===== config.mk =====
export PLATFORM = sky130hd
export DESIGN_NAME = wptr_full_ctrl
export DESIGN_NICKNAME = d
export VERILOG_FILES = /design/src/rtl/wptr_full_ctrl.sv
export SDC_FILE = /design/constraint.sdc
export NUM_CORES = 1
export LEC_CHECK = 0
export ABC_AREA = 1
export BUFFER_PORTS_ARGS = -buffer_cell sky130_fd_sc_hd__buf_2
export CAP_MARGIN = 5
export CORE_ASPECT_RATIO = 1.25
export CORE_UTILIZATION = 46
export CTS_BUF_LIST = sky130_fd_sc_hd__clkbuf_16
export DETAILED_ROUTE_END_ITERATION = 10
export HOLD_SLACK_MARGIN = 0.06
export PLACE_DENSITY = 0.81
export RECOVER_POWER = 25
export SLEW_MARGIN = 15
export SYNTH_ARGS = -nofsm -noshare
export SYNTH_HDL_FRONTEND = slang
export SYNTH_SLANG_ARGS = --single-unit

===== constraint.sdc =====
create_clock -name wclk -period 1.8 [get_ports wclk]
set_input_delay 0.09 -clock wclk [delete_from_list [all_inputs] [get_ports wclk]]
set_output_delay 0.09 -clock wclk [all_outputs]
set_load 0.05 [all_outputs]

===== src/rtl/wptr_full_ctrl.sv =====
// Write-side pointer and full-flag logic for an asynchronous FIFO.
// Keeps a binary write pointer, publishes its Gray form to the read domain,
// and derives registered full / almost-full flags plus a sticky overflow flag.
module wptr_full_ctrl #(
    parameter int unsigned ASIZE      = 4,
    parameter int unsigned AWFULLSIZE = 1
) (
    input  logic             wclk,
    input  logic             wrst,
    input  logic             winc,
    input  logic [ASIZE:0]   wq2_rptr,
    output logic [ASIZE-1:0] waddr,
    output logic [ASIZE:0]   wptr,
    output logic             wfull,
    output logic             awfull,
    output logic             wovf
);

    localparam int unsigned   Depth     = 1 << ASIZE;
    localparam logic [ASIZE:0] AwfThresh = (ASIZE + 1)'(Depth - AWFULLSIZE);

    logic [ASIZE:0] wbin_q, wbin_d;
    logic [ASIZE:0] wptr_q, wptr_d;
    logic           wfull_q, wfull_d;
    logic           awfull_q, awfull_d;
    logic           wovf_q, wovf_d;

    logic           wr_accept;
    logic [ASIZE:0] rbin;
    logic [ASIZE:0] fill;
    logic [ASIZE:0] full_gray;

    // Next-pointer and flag computation; both flags use the same next pointer
    always_comb begin
        wr_accept = winc & ~wfull_q;
        wbin_d    = wbin_q + {{ASIZE{1'b0}}, wr_accept};
        wptr_d    = wbin_d ^ (wbin_d >> 1);

        // Gray to binary: bit i is the XOR of all Gray bits at or above i
        rbin = '0;
        for (int i = 0; i <= int'(ASIZE); i++) begin
            rbin[i] = ^(wq2_rptr >> i);
        end

        fill = wbin_d - rbin;

        // Full when write pointer is exactly one lap ahead of the read pointer
        full_gray = {~wq2_rptr[ASIZE:ASIZE-1], wq2_rptr[ASIZE-2:0]};
        wfull_d   = (wptr_d == full_gray);

        // Full implies almost-full even when fill would wrap the comparison
        awfull_d = (fill >= AwfThresh) | wfull_d;

        wovf_d = wovf_q | (winc & wfull_q);
    end

    // State registers with asynchronous active-high reset
    always_ff @(posedge wclk or posedge wrst) begin
        if (wrst) begin
            wbin_q   <= '0;
            wptr_q   <= '0;
            wfull_q  <= 1'b0;
            awfull_q <= 1'b0;
            wovf_q   <= 1'b0;
        end else begin
            wbin_q   <= wbin_d;
            wptr_q   <= wptr_d;
            wfull_q  <= wfull_d;
            awfull_q <= awfull_d;
            wovf_q   <= wovf_d;
        end
    end

    // Output mapping; waddr is the pre-edge address of the current write
    always_comb begin
        waddr  = wbin_q[ASIZE-1:0];
        wptr   = wptr_q;
        wfull  = wfull_q;
        awfull = awfull_q;
        wovf   = wovf_q;
    end

endmodule


* After elaboration in Yosys (flattened, before gate mapping)
Index checks and enable logic that the tools add are counted.
** Word-level totals
- Register bits after elaboration :: 13
- Bits in latches :: 0
- Memory bits (writable) :: 0
- ROM bits :: 0
- Bits of input ports :: 8
- Logic and storage cells :: 21
- Memories :: 0
** Cells by class
- $add $sub $neg :: 2
- Multipliers :: 0
- Divide/modulo/power cells :: 0
- $lt $le $gt $ge :: 1
- Equality and inequality tests :: 1
- Shift operators :: 0
- Multiplexer cells :: 0
- Bitwise logic cells :: 7
- Reduce and logical (&&, ||, !) cells :: 5
** Operator list (count)
- $reduce_xor A5 Y1 :: 5
- $add A5 B1 Y5 :: 1
- $eq A5 B5 Y1 :: 1
- $ge A5 B4 Y1 const B :: 1
- $sub A5 B5 Y5 :: 1
- $xor A5 B4 Y5 :: 1
- $and A1 B1 Y1 :: 2
- $not A2 Y2 :: 1
- $or A1 B1 Y1 :: 2
- $not A1 Y1 :: 1

* Depth between registers and ports, before layout
Gate-level depths: netlist (run 1).
- Depth after elaboration :: 6
- Gate-level depth with buffers :: 14
- Depth with buffers taken out :: 14

* Least setup slack after synthesis (run 1)
No wires, ideal clock.
- Path kind :: register -> register
- From :: register wfull_q (netlist: wfull)
- To :: register awfull_q (netlist: awfull)
- Library setup time :: 66 ps
- Arrival :: 2274 ps
- Setup slack :: -540 ps
- Cell stages (with the launch flop) :: 10
- Path buffers :: 0
- Period minus slack after synthesis :: 2340 ps
- Path through :: dfrtp_1 -> nor2_1 -> ha_1 -> ha_1 -> inv_1 -> fa_1 -> a211oi_1 -> o21a_1 -> nand3_1 -> nand3_2
** Between the ends
- Cells in the longest elaborated chain, start to end :: 6
- Elaborated cells between the ends (all ways) :: 8
- Those cells by class :: add/sub: 2; order compare: 1; eq/ne: 1; bitwise: 4
** RTL lines
- start, declared :: RTL line 24 : logic wfull_q, wfull_d;
- start signal, assigned :: RTL line 68 : wfull_q <= wfull_d;
- $not A1 Y1 (*) :: RTL line 35 : wr_accept = winc & ~wfull_q;
- $and A1 B1 Y1 (*) :: RTL line 35
- $add A5 B1 Y5 (*) :: RTL line 36 : wbin_d = wbin_q + {{ASIZE{1'b0}}, wr_accept};
- named net wbin_d[1] :: RTL line 22 : logic [ASIZE:0] wbin_q, wbin_d;
- $sub A5 B5 Y5 or $xor A5 B4 Y5 (tied branches) :: RTL line 45, 37
- $ge A5 B4 Y1 or $eq A5 B5 Y1 (tied branches) :: RTL line 52, 49
- $or A1 B1 Y1 (*) :: RTL line 52 : awfull_d = (fill >= AwfThresh) | wfull_d;
- named net awfull_d :: RTL line 25 : logic awfull_q, awfull_d;
- end signal, assigned :: RTL line 69 : awfull_q <= awfull_d;
- end, declared :: RTL line 25
Mark *: on every way through the listed nets, which the timed path passes. The rest lies on a longest branch.

* Worst setup path after layout (run 1)
Same ends and word-level chain as after synthesis.

==> results of run 1 <==
[per-layer routing]
metal | track usage, % | vias up | routed length [µm]
met3 | 3.15 | 17 | 126
met5 | 0 | - | 0
met4 | 16.1 | 0 | 149
met1 | 30.3 | 442 | 949
met2 | 49.5 | 55 | 1430
li1 | - | 432 | -
[kinds of logic after synthesis]
kind of cell / Yosys count
AND/OR/NAND/NOR: 61
buffers and inverters: 19
flip-flops: 12
adder cells (fa/ha/maj): 7
AO/OA/AOI/OAI: 5
XOR/XNOR: 5
[per-stage QoR]
| step | cell area [µm²] | std cells | hold WS [ps] |
|---|---|---|---|
| 2_1_floorplan | 858 | 109 | -45.4 |
| 6_report | 1290 | 169 | 69.1 |
| 5_1_grt | 1290 | 169 | 82.1 |
| 4_1_cts | 1220 | 167 | 71.1 |
| 3_3_place_gp | 1100 | 163 | 99.0 |
| 3_5_place_dp | 1100 | 163 | 122 |
[registers in the layout, summed over array words and instances, names as in the netlist]
signal	flops
wovf	1
wfull	1
wptr	4
wbin_q	5
awfull	1
[placed cells by master, fill, tap and decap left out]
cell type	Yosys	layout
sky130_fd_sc_hd__nand4_1	3	3
sky130_fd_sc_hd__nand3_2	2	3
sky130_fd_sc_hd__dfrtp_2	0	2
sky130_fd_sc_hd__nor2_1	2	1
sky130_fd_sc_hd__buf_6	1	2
sky130_fd_sc_hd__xnor2_1	1	1
sky130_fd_sc_hd__nor2_4	0	1
sky130_fd_sc_hd__ha_1	6	2
sky130_fd_sc_hd__nand3_1	17	16
sky130_fd_sc_hd__a21o_1	1	1
sky130_fd_sc_hd__dfrtp_1	12	10
sky130_fd_sc_hd__inv_1	18	16
sky130_fd_sc_hd__inv_4	0	1
sky130_fd_sc_hd__fa_1	1	1
sky130_fd_sc_hd__ha_4	0	3
sky130_fd_sc_hd__inv_2	0	1
sky130_fd_sc_hd__xor2_1	2	1
sky130_fd_sc_hd__clkbuf_16	0	3
sky130_fd_sc_hd__xor2_2	2	2
sky130_fd_sc_hd__nand2_1	35	30
sky130_fd_sc_hd__clkbuf_1	0	1
sky130_fd_sc_hd__a211oi_2	0	1
sky130_fd_sc_hd__nand2_2	1	6
sky130_fd_sc_hd__dlygate4sd3_1	0	1
sky130_fd_sc_hd__a21oi_2	0	2
sky130_fd_sc_hd__buf_2	0	18
sky130_fd_sc_hd__nor2_2	1	1
sky130_fd_sc_hd__xor2_4	0	1
sky130_fd_sc_hd__ha_2	0	1
sky130_fd_sc_hd__o21a_1	1	1
sky130_fd_sc_hd__buf_4	0	18
[cell type report]
cell class / count / area (µm²)
clock buffer: 3 / 75.1
timing repair buffer: 40 / 262
fill: 103 / 352
inverter: 18 / 70.1
tap: 18 / 22.5
sequential: 12 / 303
multi-input combinational: 78 / 558
[how the worst min path moves through the flow]
stage / slack, ps / startpoint / depth (start not counted) / endpoint
floorplan: -50 / wrst / 1 / awfull$_DFF_PP0_
global placement: 100 / wrst / 2 / wptr[1]$_DFF_PP0_
detailed placement: 120 / wrst / 2 / wovf$_DFF_PP0_
CTS: 70 / winc / 2 / wovf$_DFF_PP0_
global route: 80 / winc / 2 / wovf$_DFF_PP0_
finish: 70 / winc / 2 / wovf$_DFF_PP0_
[cells in the mapped netlist, types with 2 or more instances]
cell type,instances,area (µm²)
sky130_fd_sc_hd__nand2_1,35,131
sky130_fd_sc_hd__inv_1,18,67.6
sky130_fd_sc_hd__nand3_1,17,85.1
sky130_fd_sc_hd__dfrtp_1,12,300
sky130_fd_sc_hd__ha_1,6,75.1
sky130_fd_sc_hd__nand4_1,3,18.8
sky130_fd_sc_hd__a21oi_1,2,10.0
sky130_fd_sc_hd__nand3_2,2,20.0
sky130_fd_sc_hd__nor2_1,2,7.51
sky130_fd_sc_hd__xor2_1,2,17.5
sky130_fd_sc_hd__xor2_2,2,32.5
[repair_timing]
| action | in CTS | in global routing |
|---|---|---|
| hold buffers | 1 | 0 |
| pin swaps | 5 | 11 |
| setup buffers | 0 | 2 |
| endpoints found under the hold margin | 12 | 0 |
| gates resized for setup | 10 | 10 |
| endpoints found under the setup margin | 2 | 2 |
==> results.md, run 1 <==
• **DIE HEIGHT** 49.8 µm
• **Max stage delay cell, worst path** sky130_fd_sc_hd__dfrtp_2
• **Worst-path clk slew** 40 ps
• **library cell used as clock root buffer** sky130_fd_sc_hd__clkbuf_16
• **Crit path arrival time** 2130 ps
• **core region area** 0.00164 mm²
• **reg-to-reg setup timing slack** -210 ps
• **r2r endpoint** awfull$_DFF_PP0_
• **kind of start point of the critical path** register
• **routability congestion estimate** 0.868
• **total via count in the routed design** 946
• **Syn Nets** 124
• **crit path capture type** register
• **signed area change from the synthesized netlist to the final layout** 53.4%
• **number of DRC markers in iteration 0** 56
• **synthesized-area fraction occupied by adder cells** 11.3%
• **nets@finish** 168
• **global-route wire length before repair** 3800 µm
• **total of endpoints with negative setup slack in the final report** 2
• **number of detailed-routing iterations run before antenna repair** 4
• **worst slew pin tran** 461 ps
• **share of synthesized cell area in and, or, nand and nor gates** 32.7%
• **total overflow reported by the global router** 0
• **Final Critical Period** 2010 ps
• **Final Max Tran Viols** 0
• **Post-DRT Antenna Nets** 0
• **unrepaired setup endpoints after global routing** true
• **CP Depth** 12
• **Worst Path Buf+Inv** 2
• **vias per cell** 5.60
• **flops & latches, synth** 12
• **H-tree depth** 1
• **std cell rows** 16
• **DP Worst Slack** -338 ps
• **largest net degree at the start of global routing** 13
• **number of sinks driven by the clock tree** 12
• **Initial Utilization** 51.2%
• **drt wl/cell** 15.7 µm
• **synthesized area** 841 µm²
• **maximum clock rate** 498 MHz
• **number of global-route vias before repair** 861
• **violated checks** setup timing
• **maximum clock insertion buffer count** 2
• **final setup slack of the worst path** -207 ps
• **kind of path behind the tightest hold check** in2reg
• **fraction of synthesized cell area in xor and xnor cells** 6.99%
• **Post-Synthesis Cells** 109
• **area fraction in compound gates after synthesis** 3.87%
• **DP HPWL** 1620 µm
• **I/O pin count** 20
• **die boundary width** 40.2 µm
• **initial antenna violation count** 0
• **peak per-stage delay on the critical path** 420 ps
• **DIE AREA** 0.00200 mm²
• **Syn. warnings** 0
• **share of cells above drive strength 1** 43.7%
• **main combinational cell family by area after synthesis** simple AND/OR/NAND/NOR gates
• **ys async rst share** 100%
• **routed wire length** 2660 µm
• **Worst Setup SP** wfull$_DFF_PP0_
• **Worst Path Class, Setup** reg2reg
• **post-layout util** 78.6%
• **share of cell area taken by muxes after synthesis** 0%
• **Crit Reg-Reg Startpoint** wfull$_DFF_PP0_
• **Worst Reg2Reg Path Length in Cells** 12
• **Ant. Diodes** 0
• **count of port buffers added during placement** 19
• **number of library cell types mapped by synthesis** 19
• **number of enable-type register cells in the synthesized netlist** 0
• **endpoints failing hold** 0
• **Sum Neg Setup Slack** -331 ps
• **share of the cycle needed by the critical path after routing** 112%
• **max-capacitance violation count** 0
• **number of CTS-inserted buffers** 3
• **number of design rule violations left after detail routing** 0
• **cell-by-cell trace of the critical path** nor2_4 > ha_4 > ha_4 > buf_4 > ha_1 > inv_1 > nor2_1 > nand3_1 > nand2_1 > nand2_1 > nand3_1 > nand3_2
• **worst setup path endpoint** awfull$_DFF_PP0_
• **cell family with most CP delay** adder cells
• **worst setup skew after layout** 2.48 ps
• **CTS tree** yes
• **share of the yosys chip area belonging to registers** 35.7%
• **outcome** finished with violations
• **maximum fanout along the worst path** 3
• **global-route usage over all layers** 28.3%
• **leading register cell type out of synthesis** sky130_fd_sc_hd__dfrtp_1
• **average footprint of a synthesized cell** 7.71 µm²
• **relative slew slack** 69.3%
• **clock latency on the worst-skew pair** 240 ps
• **required time worst endpoint** 1920 ps
Power of run 1 is left out: the tool's default activity adds up to more than one toggle a clock period on the data nets, which glitch-free logic cannot reach.
==> run 2, diff against run 1 <==
--- a/config.mk
+++ b/config.mk
@@ -6,14 +6,14 @@
 export NUM_CORES = 1
 export LEC_CHECK = 0
 export ABC_AREA = 1
-export BUFFER_PORTS_ARGS = -buffer_cell sky130_fd_sc_hd__buf_2
 export CAP_MARGIN = 5
 export CORE_ASPECT_RATIO = 1.25
-export CORE_UTILIZATION = 46
+export CORE_UTILIZATION = 51
 export CTS_BUF_LIST = sky130_fd_sc_hd__clkbuf_16
 export DETAILED_ROUTE_END_ITERATION = 10
+export DONT_BUFFER_PORTS = 1
 export HOLD_SLACK_MARGIN = 0.06
-export PLACE_DENSITY = 0.81
+export PLACE_DENSITY = 0.74
 export RECOVER_POWER = 25
 export SLEW_MARGIN = 15
 export SYNTH_ARGS = -nofsm -noshare
==> constraint.sdc (replaced) <==
create_clock -name wclk -period 2.3 [get_ports wclk]
set_input_delay 0.115 -clock wclk [delete_from_list [all_inputs] [get_ports wclk]]
set_output_delay 0.115 -clock wclk [all_outputs]
set_load 0.05 [all_outputs]
==> results.md, run 2 (synthesized netlist as in run 1, its figures left out) <==
• **die boundary width** 38.3 µm, -4.8%
• **register with the most flip-flops** wbin_q
• **endpoints failing hold** 0, unchanged
• **std cell rows** 16, unchanged
• **routed wire length** 1860 µm, -30%
• **library cell used as clock root buffer** sky130_fd_sc_hd__clkbuf_16
• **required time worst endpoint** 2470 ps, +550 ps
• **number of global-route vias before repair** 652, -24%
• **number of sinks driven by the clock tree** 12, unchanged
• **largest net degree at the start of global routing** 13, unchanged
• **number of CTS-inserted buffers** 3, unchanged
• **signed area change from the synthesized netlist to the final layout** 18.6%
• **count of port buffers added during placement** 0, -19
• **leading cell type in the layout, fill and taps excluded** sky130_fd_sc_hd__nand2_1
• **core region area** 0.00156 mm², -4.9%
• **Post-CTS Setup Repair Bufs** 0, unchanged
• **Final Max Tran Viols** 0, unchanged
• **Final Critical Period** 2150 ps, +138 ps
• **kind of path behind the tightest hold check** in2reg
• **number of design rule violations left after detail routing** 0, unchanged
• **total of endpoints with negative setup slack in the final report** 0, -2
• **leading cell types in the layout, fill and taps excluded** sky130_fd_sc_hd__nand2_1, sky130_fd_sc_hd__inv_1, sky130_fd_sc_hd__nand3_1, sky130_fd_sc_hd__dfrtp_1
• **worst hold slack** 124 ps, +55.1 ps
• **maximum clock rate** 466 MHz, -6.4%
• **Post-DRT Antenna Nets** 0, unchanged
• **routability congestion estimate** 0.795, -8.5%
• **Initial Utilization** 53.8%, +2.6 points
• **total overflow reported by the global router** 0, unchanged
• **Placed Cells incl. Taps** 132, -19%
• **clock latency on the worst-skew pair** 240 ps, about the same
• **number of DRC markers in iteration 0** 17, -70%
• **crit path capture type** register
• **Crit path arrival time** 2320 ps, +190 ps
• **relative slew slack** 67.3%, -2.0 points
• **share of the cycle needed by the critical path after routing** 93.3%, -18 points
• **Ant. Diodes** 0, unchanged
• **unrepaired setup endpoints after global routing** false
• **share of cells above drive strength 1** 13.3%, -30 points
• **number of detailed-routing iterations run before antenna repair** 4, unchanged
• **kind of start point of the critical path** register
• **total via count in the routed design** 737, -22%
• **worst hold start** wq2_rptr[3]
• **maximum clock insertion buffer count** 2, unchanged
• **global-route wire length before repair** 2640 µm, -31%
• **Worst Path Class, Setup** reg2reg
• **outcome** finished clean
• **Crit Reg-Reg Startpoint** wbin_q[0]$_DFF_PP0_
• **max-capacitance violation count** 0, unchanged
• **worst setup skew after layout** 4.58 ps, +2.10 ps
• **Cell Count, Final, Fillers Out** 138, -18%
• **I/O pin count** 20, unchanged
• **global-route usage over all layers** 22.6%, -5.7 points
• **Sum Neg Setup Slack** 0 ps, +331 ps
• **worst slew pin tran** 491 ps, +30.4 ps
• **drt wl/cell** 13.5 µm, -14%
• **H-tree depth** 1, unchanged
• **maximum fanout along the worst path** 5, +2
• **Worst Setup SP** wbin_q[0]$_DFF_PP0_
• **nets@finish** 136, -19%
• **CTS tree** yes
• **DIE AREA** 0.00182 mm², -9.4%
• **DP HPWL** 1310 µm, -19%
• **reg-to-reg setup timing slack** 150 ps, +360 ps
• **Largest register FFs** 5, unchanged
• **DIE HEIGHT** 47.4 µm, -4.8%
• **initial antenna violation count** 0, unchanged
• **Worst-path clk slew** 50 ps, about the same
• **vias per cell** 5.34, -4.6%
## run 2: cell types whose count changed in the layout (fill, tap and decap cells not counted), sizes merged
cell	before	now
inv	18	19
buf	38	6
dlygate4sd3	1	2
clkbuf	4	3
## run 2: final timing paths
path | end | depth (start not counted)
setup / recovery | awfull$_DFF_PP0_ | 8
hold / removal | wfull$_DFF_PP0_ | 4
setup reg to reg | awfull$_DFF_PP0_ | 8
hold reg to reg | wbin_q[0]$_DFF_PP0_ | 1
max in group asynchronous | wfull$_DFF_PP0_ | 2
min in group asynchronous | wbin_q[0]$_DFF_PP0_ | 2
## run 2: repair_timing
action / 4_1_cts / 5_1_grt
hold buffers: 2 / 0
endpoints found under the hold margin: 13 / 0
resized for setup: 0 / 0
## run 2: cell type report
type | count | area (µm²)
clock buffer | 3 | 75.1
clock inverter | 1 | 3.75
fill | 131 | 564
inverter | 18 | 67.6
multi-input combinational | 78 | 462
sequential | 12 | 302
tap | 18 | 22.5
timing repair buffer | 8 | 65.1
## run 2: metrics by stage
stage / cell area (µm²) / worst slack, ps / util (%)
final: 997 / 155 / 63.9
after global routing: 997 / 34.2 / 63.9
after detailed placement: 898 / 189 / 57.5
after CTS: 997 / 146 / 63.9
after floorplan: 842 / 44.2 / -
after global placement: 898 / 250 / 57.5
## run 2: per-layer routing
metal	wire length [µm]	global-route usage, %	part of all wire [%]	vias up
met5	0	0	0	-
met4	75	19.3	4.0	0
met3	58	3.79	3.1	7
met2	964	39.3	52	22
met1	758	23.3	41	337
li1	-	-	-	371
## run 2: critical path: stages (launching register included)
cell and delay, ps:
sky130_fd_sc_hd__dfrtp_1 390, sky130_fd_sc_hd__ha_1 230, sky130_fd_sc_hd__ha_1 360, sky130_fd_sc_hd__inv_1 110, sky130_fd_sc_hd__fa_1 480, sky130_fd_sc_hd__a211oi_1 180
sky130_fd_sc_hd__o21a_1 150, sky130_fd_sc_hd__nand3_1 90, sky130_fd_sc_hd__nand3_2 80
Power of run 2 is left out for the same reason.
